$ cat src/rtl/fetch_stage_pkg.sv
// Shared types and constants for the fetch front end.
//   fetch_state_t   : fetch controller states
//   RESET_PC_DEFAULT: PC of the first fetch after reset
//   RMASK_WORD      : read mask for a full 32-bit instruction fetch
//   word_align()    : clears the two low address bits
package fetch_stage_pkg;

    typedef enum logic [1:0] {
        IDLE,
        WAIT,
        HOLD,
        DISCARD
    } fetch_state_t;

    localparam logic [31:0] RESET_PC_DEFAULT = 32'h1eceb000;
    localparam logic [3:0]  RMASK_WORD       = 4'hf;

    function automatic logic [31:0] word_align(input logic [31:0] addr);
        return {addr[31:2], 2'b00};
    endfunction

endpackage

$ cat src/rtl/fetch_stage.sv
// Front-end fetch stage. Owns the PC, drives the instruction-memory request
// port with a held request / single-cycle response handshake, and pushes
// {inst, pc} pairs into the instruction queue. A one-entry hold buffer
// absorbs a response that arrives while the queue is full. Flush redirects
// the PC; a response still in flight for the old path is drained and dropped.
//
// Ports:
//   clk, rst_n    clock and asynchronous active-low reset
//   imem_addr     fetch address (word aligned), registered
//   imem_rmask    4'hf while a request is outstanding, registered
//   imem_rdata    returned instruction, valid with imem_resp
//   imem_resp     one-cycle response strobe
//   iq_full       instruction queue cannot accept a push
//   flush         redirect pulse, flush_pc is the target
//   fetch_valid   one-cycle push strobe, with fetch_inst / fetch_pc
//
// state   | meaning
// IDLE    | first cycle out of reset, nothing issued yet
// WAIT    | request at pc outstanding
// HOLD    | response parked in hold buffer, queue full, no request out
// DISCARD | request outstanding for a flushed path, result will be dropped
module fetch_stage
    import fetch_stage_pkg::*;
#(
    parameter logic [31:0] RESET_PC = RESET_PC_DEFAULT
) (
    input  logic        clk,
    input  logic        rst_n,
    output logic [31:0] imem_addr,
    output logic [3:0]  imem_rmask,
    input  logic [31:0] imem_rdata,
    input  logic        imem_resp,
    input  logic        iq_full,
    input  logic        flush,
    input  logic [31:0] flush_pc,
    output logic        fetch_valid,
    output logic [31:0] fetch_inst,
    output logic [31:0] fetch_pc
);

    fetch_state_t state_q, state_d;
    logic [31:0]  pc_q, pc_d;
    logic [31:0]  addr_d;
    logic [3:0]   rmask_d;
    logic         valid_d;
    logic [31:0]  inst_d, fpc_d;
    logic [31:0]  hold_inst_q, hold_inst_d;
    logic [31:0]  hold_pc_q, hold_pc_d;
    logic         hold_valid_q, hold_valid_d;
    logic [31:0]  flush_target;

    assign flush_target = word_align(flush_pc);

    always_ff @(posedge clk or negedge rst_n) begin
        if (!rst_n) begin
            state_q      <= IDLE;
            pc_q         <= RESET_PC;
            imem_addr    <= '0;
            imem_rmask   <= '0;
            fetch_valid  <= 1'b0;
            fetch_inst   <= '0;
            fetch_pc     <= '0;
            hold_inst_q  <= '0;
            hold_pc_q    <= '0;
            hold_valid_q <= 1'b0;
        end else begin
            state_q      <= state_d;
            pc_q         <= pc_d;
            imem_addr    <= addr_d;
            imem_rmask   <= rmask_d;
            fetch_valid  <= valid_d;
            fetch_inst   <= inst_d;
            fetch_pc     <= fpc_d;
            hold_inst_q  <= hold_inst_d;
            hold_pc_q    <= hold_pc_d;
            hold_valid_q <= hold_valid_d;
        end
    end

    always_comb begin
        state_d      = state_q;
        pc_d         = pc_q;
        addr_d       = imem_addr;
        rmask_d      = imem_rmask;
        valid_d      = 1'b0;
        inst_d       = fetch_inst;
        fpc_d        = fetch_pc;
        hold_inst_d  = hold_inst_q;
        hold_pc_d    = hold_pc_q;
        hold_valid_d = hold_valid_q;

        if (flush) begin
            pc_d         = flush_target;
            hold_valid_d = 1'b0;
            case (state_q)
                WAIT: begin
                    if (imem_resp) begin
                        addr_d  = flush_target;
                        rmask_d = RMASK_WORD;
                    end else begin
                        // Request must stay on the bus until its response.
                        state_d = DISCARD;
                    end
                end
                DISCARD: begin
                    // Old request completing now frees the port for the target.
                    if (imem_resp) begin
                        addr_d  = flush_target;
                        rmask_d = RMASK_WORD;
                        state_d = WAIT;
                    end
                end
                default: begin
                    addr_d  = flush_target;
                    rmask_d = RMASK_WORD;
                    state_d = WAIT;
                end
            endcase
        end else begin
            case (state_q)
                IDLE: begin
                    addr_d  = pc_q;
                    rmask_d = RMASK_WORD;
                    state_d = WAIT;
                end
                WAIT: begin
                    if (imem_resp) begin
                        if (!iq_full) begin
                            valid_d = 1'b1;
                            inst_d  = imem_rdata;
                            fpc_d   = pc_q;
                            pc_d    = pc_q + 32'd4;
                            addr_d  = pc_q + 32'd4;
                        end else begin
                            hold_inst_d  = imem_rdata;
                            hold_pc_d    = pc_q;
                            hold_valid_d = 1'b1;
                            rmask_d      = '0;
                            state_d      = HOLD;
                        end
                    end
                end
                HOLD: begin
                    if (!iq_full && hold_valid_q) begin
                        valid_d      = 1'b1;
                        inst_d       = hold_inst_q;
                        fpc_d        = hold_pc_q;
                        hold_valid_d = 1'b0;
                        pc_d         = pc_q + 32'd4;
                        addr_d       = pc_q + 32'd4;
                        rmask_d      = RMASK_WORD;
                        state_d      = WAIT;
                    end
                end
                DISCARD: begin
                    // pc already holds the redirect target.
                    if (imem_resp) begin
                        addr_d  = pc_q;
                        rmask_d = RMASK_WORD;
                        state_d = WAIT;
                    end
                end
                default: state_d = IDLE;
            endcase
        end
    end

endmodule

$ cat config.mk
export PLATFORM = sky130hd
export DESIGN_NAME = fetch_stage
export DESIGN_NICKNAME = d
export VERILOG_FILES = /design/src/rtl/fetch_stage_pkg.sv /design/src/rtl/fetch_stage.sv
export SDC_FILE = /design/constraint.sdc
export NUM_CORES = 1
export LEC_CHECK = 0
export CORE_UTILIZATION = 45
export DETAILED_ROUTE_END_ITERATION = 6
export GPL_TIMING_DRIVEN = 0
export PLACE_DENSITY = 0.7
export SETUP_SLACK_MARGIN = 0.5
export SLEW_MARGIN = 0
export SYNTH_ARGS = -nofsm -noshare
export SYNTH_HDL_FRONTEND = slang
export SYNTH_SLANG_ARGS = --single-unit
export TNS_END_PERCENT = 20
$ cat constraint.sdc
create_clock -name clk -period 3.4 [get_ports clk]
set_clock_uncertainty 0.2 [all_clocks]
set_input_delay 0.51 -clock clk [delete_from_list [all_inputs] [get_ports clk]]
set_output_delay 0.51 -clock clk [all_outputs]
set_load 0.01 [all_outputs]
==> flow_summary.toml <==
[outcome]
status = "completed"

[sta]
max-slew-margin-rel = 0.234
rsz0062_at_grt = "true"
max_clock_freq_mhz = 351
min_period_ns = 2.85
period_share = 0.838
drv_slew = 0
setup_viol = 0
hold_viol = 0
totalNegativeSetupSlack_ns = 0
worstMarginPinSlew_ns = 1.14

[hold_path]
min_from = "iq_full"
holdPathStages = 2
hold_path.class = "in2reg"
holdPathEnd = "fetch_valid"

[clocking]
ctsHtreeMaxLevel = 4
cts_made_buffers = 17
cts_sinks = 193
cts_tree = "yes"
cts-root-buf = "clkbuf_16"
clock_latency_ns = 0.44
clockBufferDepth = 2
clk_pin_slew_ns = 0.07

[power]
p_per_area_nw_per_um2 = 844
leakage_nw = 4.92
power_mw = 10.3
vdd_drop_max_uv = 525

[grt]
antenna_found_initial = 0
grt.overflow.total = 0
grt_max_degree = 101
grt_util_all_layers = 0.243
grt_pass1_wl_um = 40900
grt_pass1_vias = 7477

[yosys]
netlist_instances = 897
synthTopCellsByArea = "dfrtp_1, mux2_2, mux2i_1, a21oi_1, nor2_1"
synth_warnings = 0
synth_edf_count = 0
synth-main-ff-cell = "dfrtp_1"
yosys.cell_types.count = 57
yosysMostFrequentCell = "dfrtp_1"
syn_avg_cell_area_um2 = 10.6
yosysTopAreaCell = "dfrtp_1"
synth_common_cells = "dfrtp_1, nor2_1, a21oi_1"
ys_ff_latch = 193
async_reset_ff_frac = 1.00
seq_area_frac_synth = 0.507
netlist.area_leader.share = 0.474
netlist_area_um2 = 9550

[critical_path]
startpoint = "state_q[0]"
reg2reg_from = "state_q[0]"
arrival_ns = 2.97
regToRegEndpoint = "imem_addr[28]"
crit_required_ns = 3.52
crit_type = "reg2reg"
crit_fanout = 10
reg2reg_depth = 9
critPathCaptureType = "flip-flop"
r2r_slack_ns = 0.55
start_kind = "flip-flop"

[floorplan]
core_area_um2 = 20500
dieHeight_um = 148
ios = 170
rows = 52
start_util = 0.466
die-width_um = 148
die_area_um2 = 21800

[placed_design]
place_area_um2 = 11600
gp_congestion = 0.865
place_inst = 1332
portBuffers = 163
dp_hpwl_um = 18100

[routing]
wl_per_cell_um = 18.9
viasPerCell = 5.53
drt_wl_total_um = 25900
dr.pass1.iters = 5
vias = 7571
drtIter0Drc = 531
ant_nets = 0
drc = 0

[final_layout]
drive_gt1_frac = 0.166
fin_nets = 1160
fin_cells = 1368
final_util = 0.596
syn_to_final_growth_pct = 27.8
stdcell_area_um2 = 12200

[flow_run]
cap_violations = 0
## cell families (layout without fill, tap and decap cells)
family,Yosys count,after routing,share of synthesized area
simple gates,260,260,0.146
flops,193,193,0.507
compound gates,157,157,0.0942
mux,144,144,0.161
buf+inv,94,293,0.0456
xor+xnor,42,42,0.0385
fa+ha+maj,6,6,0.00786
other cells,1,3,0.000393
## critical path: stages (launching register included)
cell	delay [ns]
dfrtp_1	0.43
inv_1	0.08
ha_1	0.31
clkbuf_1	0.26
and3b_1	0.27
clkbuf_2	0.24
nand3_1	0.22
nor3_1	0.30
xor2_1	0.10
a221o_1	0.32
## through the flow
stage	hold slack, ns	setup WS [ns]
after floorplan	0.0144	0.850
after global placement	0.256	-6.68
after detailed placement	0.269	0.0666
after CTS	0.201	0.537
after global routing	0.221	0.314
final	0.215	0.550
## cell usage in the layout (no fill, tap or decap), types with 4 or more instances in the layout
master,synthesis,final
nor2_1,88,88
nand2_1,51,51
xnor2_1,28,28
and3_1,7,7
nand2b_1,8,8
clkbuf_2,1,5
buf_1,5,5
nand3_1,21,21
o31ai_1,9,9
buf_4,12,15
nor4_2,7,6
dfrtp_1,181,181
buf_2,29,29
ha_1,6,6
a21oi_1,86,86
inv_1,13,13
nor4_1,9,9
o31a_1,7,7
nor3_1,19,18
clkinv_4,0,5
o21ai_0,31,31
and2_1,5,5
a211oi_1,4,4
clkbuf_1,34,30
clkbuf_16,0,17
nand4_1,14,14
xor2_1,14,14
a21boi_0,7,7
nor4_4,3,4
and4_1,5,5
mux2i_1,72,72
clkdlybuf4s50_1,0,162
or3_1,4,4
dfstp_2,12,12
mux2_2,71,71
## power breakdown
group          switching, mW  internal, mW  leakage, nW
combinational           2.18          2.18         2.41
sequential             0.577          3.30         2.22
clock                  0.956          1.11        0.290
total                   3.71          6.59         4.92
## worst max-delay path by stage
stage	to	slack, ns
after floorplan	pc_q[27]	0.85
after global placement	hold_inst_q[8]	-6.68
after detailed placement	fetch_pc[23]	0.07
after CTS	pc_q[27]	0.54
after global routing	imem_addr[25]	0.31
final	imem_addr[28]	0.55
## final cells by class
class                           count  area, um^2
Fill cell                        1777        8290
Antenna cell                        1        2.50
Inverter                           13        48.8
Clock buffer                       17         425
Multi-Input combinational cell    611        4290
Tap cell                          270         338
Sequential cell                   193        4840
Buffer                             81         392
Clock inverter                     14         171
Timing Repair Buffer              168        1700
## what timing repair did
| action | CTS | global route |
|---|---|---|
| buffers inserted | 1 | 2 |
| hold buffers | 1 | 0 |
| hold endpoints to repair | 83 | 0 |
| gates resized for setup | 2 | 7 |
| pin swaps | 1 | 1 |
| endpoints found under the setup margin | 64 | 50 |
## sequential cells by signal (all words and copies together) (netlist names), 2 cells and up
| name | cells |
|---|---|
| hold_inst_q | 32 |
| fetch_inst | 32 |
| fetch_pc | 30 |
| state_q | 2 |
| hold_pc_q | 30 |
| imem_rmask | 4 |
| pc_q | 30 |
| imem_addr | 31 |
## metal layers
| layer | up-vias | global-route usage | share of wire |
|---|---|---|---|
| li1 | 3522 | - | - |
| met1 | 3754 | 0.331 | 0.44 |
| met2 | 261 | 0.382 | 0.47 |
| met3 | 34 | 0.0664 | 0.072 |
| met4 | 0 | 0.0680 | 0.019 |
| met5 | - | 0 | 0 |
(Power assumes the default switching activity.)
